`config.mk`:
```
export PLATFORM = sky130hd
export DESIGN_NAME = ai_layer_issuer_flat
export DESIGN_NICKNAME = d
export VERILOG_FILES = /design/src/rtl/ai_layer_issuer_if.sv /design/src/rtl/ai_layer_issuer.sv /design/src/flat_wrapper.sv
export SDC_FILE = /design/constraint.sdc
export NUM_CORES = 1
export LEC_CHECK = 0
export ABC_AREA = 1
export CAP_MARGIN = 40
export CORE_ASPECT_RATIO = 0.8
export CORE_MARGIN = 2
export CORE_UTILIZATION = 35
export CTS_CLUSTER_DIAMETER = 30
export DETAILED_ROUTE_END_ITERATION = 12
export HOLD_SLACK_MARGIN = 0.08
export PLACE_DENSITY = 0.58
export RECOVER_POWER = 50
export SYNTH_ARGS = -nofsm -noshare
export SYNTH_HDL_FRONTEND = slang
export SYNTH_SLANG_ARGS = --single-unit
```
`constraint.sdc`:
```
create_clock -name clk -period 4.2 [get_ports clk]
set_clock_uncertainty 0.2 [all_clocks]
set_input_delay 0.84 -clock clk [delete_from_list [all_inputs] [get_ports clk]]
set_output_delay 0.84 -clock clk [all_outputs]
set_load 0.01 [all_outputs]
```
`src/rtl/ai_layer_issuer_if.sv`:
```
// Host/decoder-facing signal bundle for ai_layer_issuer.
// Push transfers on any cycle with push_valid && push_ready; start_layer is a one-cycle strobe with no back-pressure.
interface ai_layer_issuer_if #(
  parameter int INST_WIDTH = 32,
  parameter int K_WIDTH    = 4,
  parameter int S_WIDTH    = 4,
  parameter int TYPE_WIDTH = 4,
  parameter int DEPTH      = 8,
  parameter int CNT_W      = 16
);
  localparam int CW = $clog2(DEPTH + 1);

  logic                  push_valid;
  logic                  push_ready;
  logic [TYPE_WIDTH-1:0] push_layer_type;
  logic [K_WIDTH-1:0]    push_kernel_size;
  logic [S_WIDTH-1:0]    push_stride;
  logic                  push_relu_en;
  logic                  push_pool_en;
  logic                  run;
  logic                  flush;
  logic                  layer_done;
  logic                  start_layer;
  logic [INST_WIDTH-1:0] inst_word_out;
  logic                  busy;
  logic [CW-1:0]         fifo_count;
  logic [CNT_W-1:0]      layers_issued;
  logic                  prog_done;
  logic                  err_illegal;
  logic                  timeout;
  logic [1:0]            dbg_state;

  modport master (
    output push_valid, push_layer_type, push_kernel_size, push_stride,
           push_relu_en, push_pool_en, run, flush, layer_done,
    input  push_ready, start_layer, inst_word_out, busy, fifo_count,
           layers_issued, prog_done, err_illegal, timeout, dbg_state
  );

  modport slave (
    input  push_valid, push_layer_type, push_kernel_size, push_stride,
           push_relu_en, push_pool_en, run, flush, layer_done,
    output push_ready, start_layer, inst_word_out, busy, fifo_count,
           layers_issued, prog_done, err_illegal, timeout, dbg_state
  );
endinterface

```
`src/rtl/ai_layer_issuer.sv`:
```
// Layer-descriptor issuer: buffers host descriptors, packs them into words and
// hands them one at a time to the CU decoder, waiting for each layer to finish.
module ai_layer_issuer #(
  parameter int INST_WIDTH  = 32,
  parameter int K_WIDTH     = 4,
  parameter int S_WIDTH     = 4,
  parameter int TYPE_WIDTH  = 4,
  parameter int DEPTH       = 8,
  parameter int TIMEOUT_CYC = 65535,
  parameter int CNT_W       = 16
) (
  input  logic              clk,
  input  logic              rst,
  ai_layer_issuer_if.slave  bus
);
  localparam int CW       = $clog2(DEPTH + 1);
  localparam int AW       = $clog2(DEPTH);
  localparam int WDW      = $clog2(TIMEOUT_CYC + 1);
  localparam int K_MSB    = INST_WIDTH - TYPE_WIDTH - 1;
  localparam int S_MSB    = K_MSB - K_WIDTH;
  localparam int RELU_BIT = S_MSB - S_WIDTH;
  localparam int POOL_BIT = RELU_BIT - 1;

  if (TYPE_WIDTH + K_WIDTH + S_WIDTH + 2 > INST_WIDTH) begin : g_width_check
    $error("ai_layer_issuer: descriptor fields do not fit in INST_WIDTH");
  end

  typedef enum logic [1:0] {
    IDLE  = 2'd0,
    ISSUE = 2'd1,
    WAIT  = 2'd2
  } state_t;

  state_t                state_q;
  logic [INST_WIDTH-1:0] mem_q [DEPTH];
  logic [AW-1:0]         wr_ptr_q, rd_ptr_q;
  logic [CW-1:0]         count_q;
  logic [WDW-1:0]        wd_q;
  logic                  start_q, prog_done_q, err_q, timeout_q;
  logic [INST_WIDTH-1:0] word_q;
  logic [CNT_W-1:0]      layers_q;

  logic                  push_legal, push_fire, push_wr;
  logic                  fifo_avail, start_pop, next_pop, pop, wd_expire;
  logic [INST_WIDTH-1:0] push_word, head_word;

  always_comb begin
    push_word                                = '0;
    push_word[INST_WIDTH-1 -: TYPE_WIDTH]    = bus.push_layer_type;
    push_word[K_MSB -: K_WIDTH]              = bus.push_kernel_size;
    push_word[S_MSB -: S_WIDTH]              = bus.push_stride;
    push_word[RELU_BIT]                      = bus.push_relu_en;
    push_word[POOL_BIT]                      = bus.push_pool_en;
  end

  assign push_legal = (bus.push_kernel_size != '0) && (bus.push_stride != '0);
  assign push_fire  = bus.push_valid && bus.push_ready;
  assign push_wr    = push_fire && push_legal;

  // An empty FIFO can still serve a layer_done pop from the word arriving this cycle.
  assign head_word  = (count_q == '0) ? push_word : mem_q[rd_ptr_q];
  assign fifo_avail = (count_q != '0) || push_wr;
  assign start_pop  = (state_q == IDLE) && bus.run && (count_q != '0);
  assign next_pop   = (state_q == WAIT) && bus.layer_done && fifo_avail;
  assign pop        = start_pop || next_pop;
  assign wd_expire  = (state_q == WAIT) && !bus.layer_done &&
                      (wd_q == WDW'(TIMEOUT_CYC - 1));

  always_ff @(posedge clk) begin
    if (push_wr) mem_q[wr_ptr_q] <= push_word;
  end

  always_ff @(posedge clk) begin
    if (rst) begin
      state_q     <= IDLE;
      wr_ptr_q    <= '0;
      rd_ptr_q    <= '0;
      count_q     <= '0;
      wd_q        <= '0;
      start_q     <= 1'b0;
      word_q      <= '0;
      layers_q    <= '0;
      prog_done_q <= 1'b0;
      err_q       <= 1'b0;
      timeout_q   <= 1'b0;
    end else begin
      start_q     <= 1'b0;
      prog_done_q <= 1'b0;
      err_q       <= 1'b0;
      timeout_q   <= 1'b0;
      if (bus.flush) begin
        state_q  <= IDLE;
        wr_ptr_q <= '0;
        rd_ptr_q <= '0;
        count_q  <= '0;
        wd_q     <= '0;
        layers_q <= '0;
      end else begin
        err_q <= push_fire && !push_legal;
        if (push_wr) wr_ptr_q <= wr_ptr_q + AW'(1);
        if (pop)     rd_ptr_q <= rd_ptr_q + AW'(1);
        if (push_wr && !pop)      count_q <= count_q + CW'(1);
        else if (!push_wr && pop) count_q <= count_q - CW'(1);

        case (state_q)
          IDLE: begin
            if (start_pop) begin
              state_q <= ISSUE;
              word_q  <= head_word;
              start_q <= 1'b1;
            end
          end
          ISSUE: begin
            state_q <= WAIT;
            wd_q    <= '0;
          end
          WAIT: begin
            if (bus.layer_done) begin
              layers_q <= layers_q + CNT_W'(1);
              if (fifo_avail) begin
                state_q <= ISSUE;
                word_q  <= head_word;
                start_q <= 1'b1;
              end else begin
                state_q     <= IDLE;
                prog_done_q <= 1'b1;
              end
            end else if (wd_expire) begin
              state_q   <= IDLE;
              timeout_q <= 1'b1;
              wr_ptr_q  <= '0;
              rd_ptr_q  <= '0;
              count_q   <= '0;
            end else begin
              wd_q <= wd_q + WDW'(1);
            end
          end
          default: state_q <= IDLE;
        endcase
      end
    end
  end

  assign bus.push_ready    = (count_q != CW'(DEPTH));
  assign bus.start_layer   = start_q;
  assign bus.inst_word_out = word_q;
  assign bus.busy          = (state_q != IDLE);
  assign bus.fifo_count    = count_q;
  assign bus.layers_issued = layers_q;
  assign bus.prog_done     = prog_done_q;
  assign bus.err_illegal   = err_q;
  assign bus.timeout       = timeout_q;
  assign bus.dbg_state     = state_q;
endmodule

```
`src/flat_wrapper.sv`:
```
// flat-port wrapper written by rule: the top's interface ports become plain ports
module ai_layer_issuer_flat 
#(
  parameter int INST_WIDTH  = 32,
  parameter int K_WIDTH     = 4,
  parameter int S_WIDTH     = 4,
  parameter int TYPE_WIDTH  = 4,
  parameter int DEPTH       = 8,
  parameter int TIMEOUT_CYC = 65535,
  parameter int CNT_W       = 16
)
  (clk, rst, bus_push_valid, bus_push_layer_type, bus_push_kernel_size, bus_push_stride, bus_push_relu_en, bus_push_pool_en, bus_run, bus_flush, bus_layer_done, bus_push_ready, bus_start_layer, bus_inst_word_out, bus_busy, bus_fifo_count, bus_layers_issued, bus_prog_done, bus_err_illegal, bus_timeout, bus_dbg_state);
  ai_layer_issuer_if #(.INST_WIDTH(INST_WIDTH), .K_WIDTH(K_WIDTH), .S_WIDTH(S_WIDTH), .TYPE_WIDTH(TYPE_WIDTH), .DEPTH(DEPTH), .CNT_W(CNT_W)) bus_i ();
  input  logic clk;
  input  logic rst;
  input wire logic [$bits(bus_i.push_valid)-1:0] bus_push_valid;
  input wire logic [$bits(bus_i.push_layer_type)-1:0] bus_push_layer_type;
  input wire logic [$bits(bus_i.push_kernel_size)-1:0] bus_push_kernel_size;
  input wire logic [$bits(bus_i.push_stride)-1:0] bus_push_stride;
  input wire logic [$bits(bus_i.push_relu_en)-1:0] bus_push_relu_en;
  input wire logic [$bits(bus_i.push_pool_en)-1:0] bus_push_pool_en;
  input wire logic [$bits(bus_i.run)-1:0] bus_run;
  input wire logic [$bits(bus_i.flush)-1:0] bus_flush;
  input wire logic [$bits(bus_i.layer_done)-1:0] bus_layer_done;
  output wire logic [$bits(bus_i.push_ready)-1:0] bus_push_ready;
  output wire logic [$bits(bus_i.start_layer)-1:0] bus_start_layer;
  output wire logic [$bits(bus_i.inst_word_out)-1:0] bus_inst_word_out;
  output wire logic [$bits(bus_i.busy)-1:0] bus_busy;
  output wire logic [$bits(bus_i.fifo_count)-1:0] bus_fifo_count;
  output wire logic [$bits(bus_i.layers_issued)-1:0] bus_layers_issued;
  output wire logic [$bits(bus_i.prog_done)-1:0] bus_prog_done;
  output wire logic [$bits(bus_i.err_illegal)-1:0] bus_err_illegal;
  output wire logic [$bits(bus_i.timeout)-1:0] bus_timeout;
  output wire logic [$bits(bus_i.dbg_state)-1:0] bus_dbg_state;
  assign bus_i.push_valid = bus_push_valid;
  assign bus_i.push_layer_type = bus_push_layer_type;
  assign bus_i.push_kernel_size = bus_push_kernel_size;
  assign bus_i.push_stride = bus_push_stride;
  assign bus_i.push_relu_en = bus_push_relu_en;
  assign bus_i.push_pool_en = bus_push_pool_en;
  assign bus_i.run = bus_run;
  assign bus_i.flush = bus_flush;
  assign bus_i.layer_done = bus_layer_done;
  assign bus_push_ready = bus_i.push_ready;
  assign bus_start_layer = bus_i.start_layer;
  assign bus_inst_word_out = bus_i.inst_word_out;
  assign bus_busy = bus_i.busy;
  assign bus_fifo_count = bus_i.fifo_count;
  assign bus_layers_issued = bus_i.layers_issued;
  assign bus_prog_done = bus_i.prog_done;
  assign bus_err_illegal = bus_i.err_illegal;
  assign bus_timeout = bus_i.timeout;
  assign bus_dbg_state = bus_i.dbg_state;
  ai_layer_issuer #(.INST_WIDTH(INST_WIDTH), .K_WIDTH(K_WIDTH), .S_WIDTH(S_WIDTH), .TYPE_WIDTH(TYPE_WIDTH), .DEPTH(DEPTH), .TIMEOUT_CYC(TIMEOUT_CYC), .CNT_W(CNT_W)) u_core (.clk(clk), .rst(rst), .bus(bus_i));
endmodule
```
---- After elaboration in Yosys (flattened, before gate mapping) ----
Memories as Yosys holds them, arrays and structs flattened. A register that Yosys moved wholly into a read port is not among the register bits.
Index checks and enable logic that the tools add are counted.
storage, ports and cells
  RAM bits ................................ 112
  memories ................................ 1
  flip-flop bits (word level) ............. 80
operators by class
  add/sub/neg operators ................... 6
  equal/unequal tests ..................... 10
  reductions and logical operators ........ 33
  bitwise gates (word level) .............. 3
  multiplexer cells ....................... 35
memory list
  name          depth  bits a word  rd ports  clocked after memory_dff  write ports  RTL line               source
  u_core.mem_q  8      14           1         1                         1            ai_layer_issuer.sv:35  logic [INST_WIDTH-1:0] mem_q [DEPTH];
operators by type and width
  kind                   number
  $mux 32                4
  $pmux 32 s2            1
  $add 16x1->16 const B  2
  $mux 16                2
  $pmux 16 s2            1
  $mux 3                 9
  $mux 4                 5
  $eq 16x16->1 const B   1
  $logic_and 1x1->1      12
  $reduce_bool 4->1      3
  $mux 1                 8
  $reduce_or 4->1        2
  $add 3x1->3 const B    2
  $mux 2                 3
  $ne 2x2->1 const B     3
  $pmux 2 s3             1
  $reduce_bool 2->1      3
  $reduce_and 5->1       1
  $add 4x1->4 const B    1
  $logic_not 1->1        4
  $logic_not 4->1        1
  $ne 2x1->1 const B     2
  $ne 4x4->1 const B     1
  $reduce_and 2->1       2
  other kinds (10)       13

---- Logic depth before layout (Yosys ltp) ----
  depth after elaboration ................. 12
  depth in mapped cells ................... 15
  mapped depth without buffers ............ 14

---- Worst setup path after synthesis ----
Ideal clock, no wire load.
  kind .................................... input-to-reg
  from .................................... input bus_push_kernel_size[3]
  to ...................................... memory u_core.mem_q[0][0] (netlist name) (enable)
  buffers on the path ..................... 0
  library setup time ...................... 0.384 ns
  setup slack ............................. 1.543 ns
  data required time ...................... 3.616 ns
  stages on the path ...................... 7
  arrival ................................. 2.072 ns
  cells stage by stage .................... nor2_1 -> nand2_1 -> nand2_1 -> inv_2 -> nand2_4 -> or2_2 -> nor2_1
on the way
  longest elaborated chain between the ends .. 5
RTL lines
  what                          RTL line               source
  start, declared               flat_wrapper.sv:18     input wire logic [$bits(bus_i.push_kernel_size)-1:0] bus_push_kernel_size;
  $reduce_bool 4->1             ai_layer_issuer.sv:56  assign push_legal = (bus.push_kernel_size != '0) && (bus.push_stride != '0);
  $logic_and 1x1->1             ai_layer_issuer.sv:56
  $logic_and 1x1->1             ai_layer_issuer.sv:58  assign push_wr = push_fire && push_legal;
  $mux 1                        ai_layer_issuer.sv:70  if (push_wr) mem_q[wr_ptr_q] <= push_word;
  $mux 1 (not written as such)  ai_layer_issuer.sv:70
  end, declared                 ai_layer_issuer.sv:35
Every way passes these cells.

---- Worst setup path after layout ----
  from .................................... input bus_layer_done
  to ...................................... register u_core.layers_q[10] (netlist: u_core.bus.layers_issued[10])
on the way
  longest elaborated chain between the ends .. 1
RTL lines
  what                               RTL line                source
  start, declared                    flat_wrapper.sv:24      input wire logic [$bits(bus_i.layer_done)-1:0] bus_layer_done;
  $reduce_and 2->1 (no source line)  n/a
  end signal, assigned               ai_layer_issuer.sv:119  layers_q <= layers_q + CNT_W'(1);
  end, declared                      ai_layer_issuer.sv:41   logic [CNT_W-1:0] layers_q;
Every way passes these cells.
A chain may end at the register's enable or synchronous reset.

==> summary.txt <==
Die area: 0.0240 sq mm
Layout Nets: 967
Combinational Power Share: 7.1%
Port Buffers: 61
Slew @ Worst Pin: 1.32 ns
Max Cap Viol: 0
Slowest Stage Delay on Critical Path: 0.72 ns
RR Endpoint: u_core.bus.layers_issued[10]$_SDFFE_PP0N_
Pre-antenna DRT Iters: 4
Register area share after synthesis: 57.8%
Initial core utilization: 35.6%
Max-slew violation count: 0
Post-DP HPWL: 12,900 um
Post-synth ARST share: 0%
Yosys warning count: 0
Crit-path most repeated cell: nor2_1
Req. time, crit path: 4.33 ns
Total Wirelength: 19,100 um
Global-route wire length before repair: 30,800 um
Hold buffer count at cts: 0
Pin count of the biggest net entering global routing: 68
RR Startpoint: u_core.bus.dbg_state[1]$_SDFFE_PP0P_
Post-synth EDFFs: 112
Post-CTS setup buffer count: 0
Row count: 49
Fin. Hold Viols: 0
CORE AREA: 0.0224 sq mm
Routability congestion estimate: 0.846
DRT iter0 DRCs: 400
Critical path peak fanout: 10
Post-synthesis compound-gate area fraction: 8.30%
Synth Area in Adders: 1.10%
Root Driver: clkbuf_16
Vias in the first global route: 5,545
Post-Synth XOR/XNOR Area: 1.21%
TritonCTS clock tree: done
Worst hold path depth: 2
Post-DRT Antenna Nets: 0
Final Power: 3.68 mW
DIE WIDTH: 173 um
Min-Delay Endpoint: u_core.bus.layers_issued[15]$_SDFFE_PP0N_
RSZ-0062 raised after global routing: false
R2r setup slk: 1.54 ns
CTS HTree Levels: 4
Arrival @ worst endpoint: 3.18 ns
Cell Chain, Critical Path: dlygate4sd3_1 -> inv_1 -> nor2_1 -> nand3_1 -> nor4_4 -> nand4_1 -> nand2_1 -> nor2_1
Fin crit period: 3.05 ns
Yosys reg bits: 174
Sequential group share of total power: 50.5%
Gr usage total: 16.4%
Hold Startpoint: u_core.bus.layers_issued[15]$_SDFFE_PP0N_
Int Pwr: 2.73 mW
Total negative slack: 0 ns
Drt drc: 0
Share of layout cells above drive strength 1: 8.39%
Outcome: finished clean
R2R depth: 7
Sw Ratio: 25.8%
Post-synth cell types: 43
Multiplexer share of the synthesized area: 0%
Area grow syn2layout: 18.0%
WL/cell: 15.2 um
Post-cts repair resize count: 0
Max Root-Sink Buffers: 2
Ant diodes: 0
Chip Height: 139 um
Startpoint Class: input port
Cell Area, Synth: 0.00796 sq mm
Skew-Pair Late Insertion Delay: 0.43 ns
Cell area power density: 391 mW/mm^2
Fin worst setup slack: 1.15 ns
CTS Buf Count: 17
Avg Vias per Cell: 4.74
Fmax: 328 MHz
Overflow after GRT: 0
Switching power total: 949 uW
Largest family of logic cells by synthesized area: simple AND/OR/NAND/NOR gates
Avg Cell Area, Syn: 9.09 sq um
Type of the worst setup path: in2reg
Final period util: 72.5%
# setup viols final: 0
Pre-CTS setup slack: 0.963 ns
Mapped Cells: 876
Ys flop type: edfxtp_1
Slowest-stage cell, CP: nor2_1
Critical Path Sink Type: flip-flop
Initial antenna violation count: 1
WHS: 0.301 ns
Rel. slew slack: 12.3%
Worst-path clk slew: 0.07 ns
Leakage: 3.40 nW
HP Class: reg2reg
Synth Area in Simple Gates: 24.3%
Peak supply drop: 213 uV
Clk pwr share: 42.4%
Top-level port count: 80
Via count: 5,968
Clk sinks: 174
==> sequential cells by signal, summed over array words and instances, names as in the netlist <==
| signal | flops |
|---|---|
| u_core.bus.dbg_state | 2 |
| u_core.bus.err_illegal | 1 |
| u_core.bus.fifo_count | 4 |
| u_core.bus.inst_word_out | 14 |
| u_core.bus.layers_issued | 16 |
| u_core.bus.prog_done | 1 |
| u_core.bus.start_layer | 1 |
| u_core.bus.timeout | 1 |
| u_core.mem_q | 112 |
| u_core.rd_ptr_q | 3 |
| u_core.wd_q | 16 |
| u_core.wr_ptr_q | 3 |
==> per-layer routing <==
layer	routed length, um	vias to the layer above	global-route usage (%)
met1	9850	2789	24.1
met2	8120	150	24.2
met3	841	22	3.34
met5	13	-	0
met4	286	2	5.40
li1	-	3005	-
==> synth_stat cells (8+ instances only) <==
cell type / count / share of area (%)
o22ai_1: 9 / 0.71
dfxtp_1: 62 / 16
buf_2: 13 / 0.82
nor2_1: 122 / 5.8
inv_2: 8 / 0.38
a21oi_1: 39 / 2.5
o21ai_0: 49 / 3.1
nor2_2: 8 / 0.63
inv_1: 64 / 3.0
nand3_1: 63 / 4.0
edfxtp_1: 112 / 42
o211ai_1: 9 / 0.85
buf_4: 20 / 1.9
nand2_1: 199 / 9.4
nor3_1: 14 / 0.88
clkbuf_1: 14 / 0.66
==> layout make-up <==
type | count | area, sq um
tap | 306 | 383
multi-input combinational | 595 | 2810
timing repair buffer | 78 | 731
clock buffer | 17 | 425
sequential | 174 | 4610
fill | 2210 | 13000
clock inverter | 15 | 163
inverter | 74 | 278
==> power groups by stage <==
| stage | logic, mW | clock network (mW) | registers (mW) |
|---|---|---|---|
| 2_1_floorplan | 0.172 | 0 | 1.89 |
| 3_3_place_gp | 0.267 | 0 | 1.90 |
| 3_5_place_dp | 0.269 | 0 | 1.90 |
| 4_1_cts | 0.270 | 1.59 | 1.86 |
| 5_1_grt | 0.294 | 1.67 | 1.86 |
| 6_report | 0.260 | 1.56 | 1.86 |
==> per-stage QoR <==
stage | instances | cell area (sq um) | utilization (%)
after floorplan | 893 | 8020 | -
after global placement | 1227 | 8850 | 39.6
after detailed placement | 1227 | 8850 | 39.6
after CTS | 1259 | 9440 | 42.2
after global routing | 1259 | 9390 | 42.0
final | 1259 | 9390 | 42.0
==> worst max-delay path: cells and delay by family <==
| family | cells | cell delay, ns |
|---|---|---|
| buffers and inverters | 2 | 0.63 |
| and+or+nand+nor | 6 | 1.70 |
==> cells by family (layout without fill, tap and decap cells) <==
| kind of cell | after synthesis | in the layout |
|---|---|---|
| and+or+nand+nor | 441 | 441 |
| xor gates and xnor gates | 11 | 11 |
| DFF | 174 | 174 |
| AOI/OAI and AO/OA | 118 | 118 |
| buffers and inverters | 124 | 184 |
| adders and majority gates | 7 | 7 |
| other | 1 | 18 |
==> worst max path at each step <==
stage / from / endpoint / cells past startpoint
4_1_cts: u_core.bus.fifo_count[0]$_SDFF_PP0_ / bus_push_ready / 4
2_1_floorplan: bus_push_kernel_size[3] / u_core.mem_q[0][0]$_DFFE_PP_ / 7
5_1_grt: bus_layer_done / u_core.bus.layers_issued[10]$_SDFFE_PP0N_ / 8
6_report: bus_layer_done / u_core.bus.layers_issued[10]$_SDFFE_PP0N_ / 8
3_5_place_dp: bus_push_stride[0] / u_core.mem_q[2][0]$_DFFE_PP_ / 9
3_3_place_gp: bus_push_stride[0] / u_core.mem_q[4][6]$_DFFE_PP_ / 9
==> cells in the final DEF, fill, tap and decap left out, types with 14 or more instances in the layout <==
cell and instances:
edfxtp_1 112, a21oi_1 39, nor2_1 126, clkbuf_16 17, nand3_1 64, inv_1 64, dlygate4sd3_1 31, nand2_1 199
conb_1 18, dfxtp_1 61, nor3_1 14, buf_4 15, clkdlybuf4s50_1 30, o21ai_0 49
Note: power is estimated with default switching activity, not from simulation.
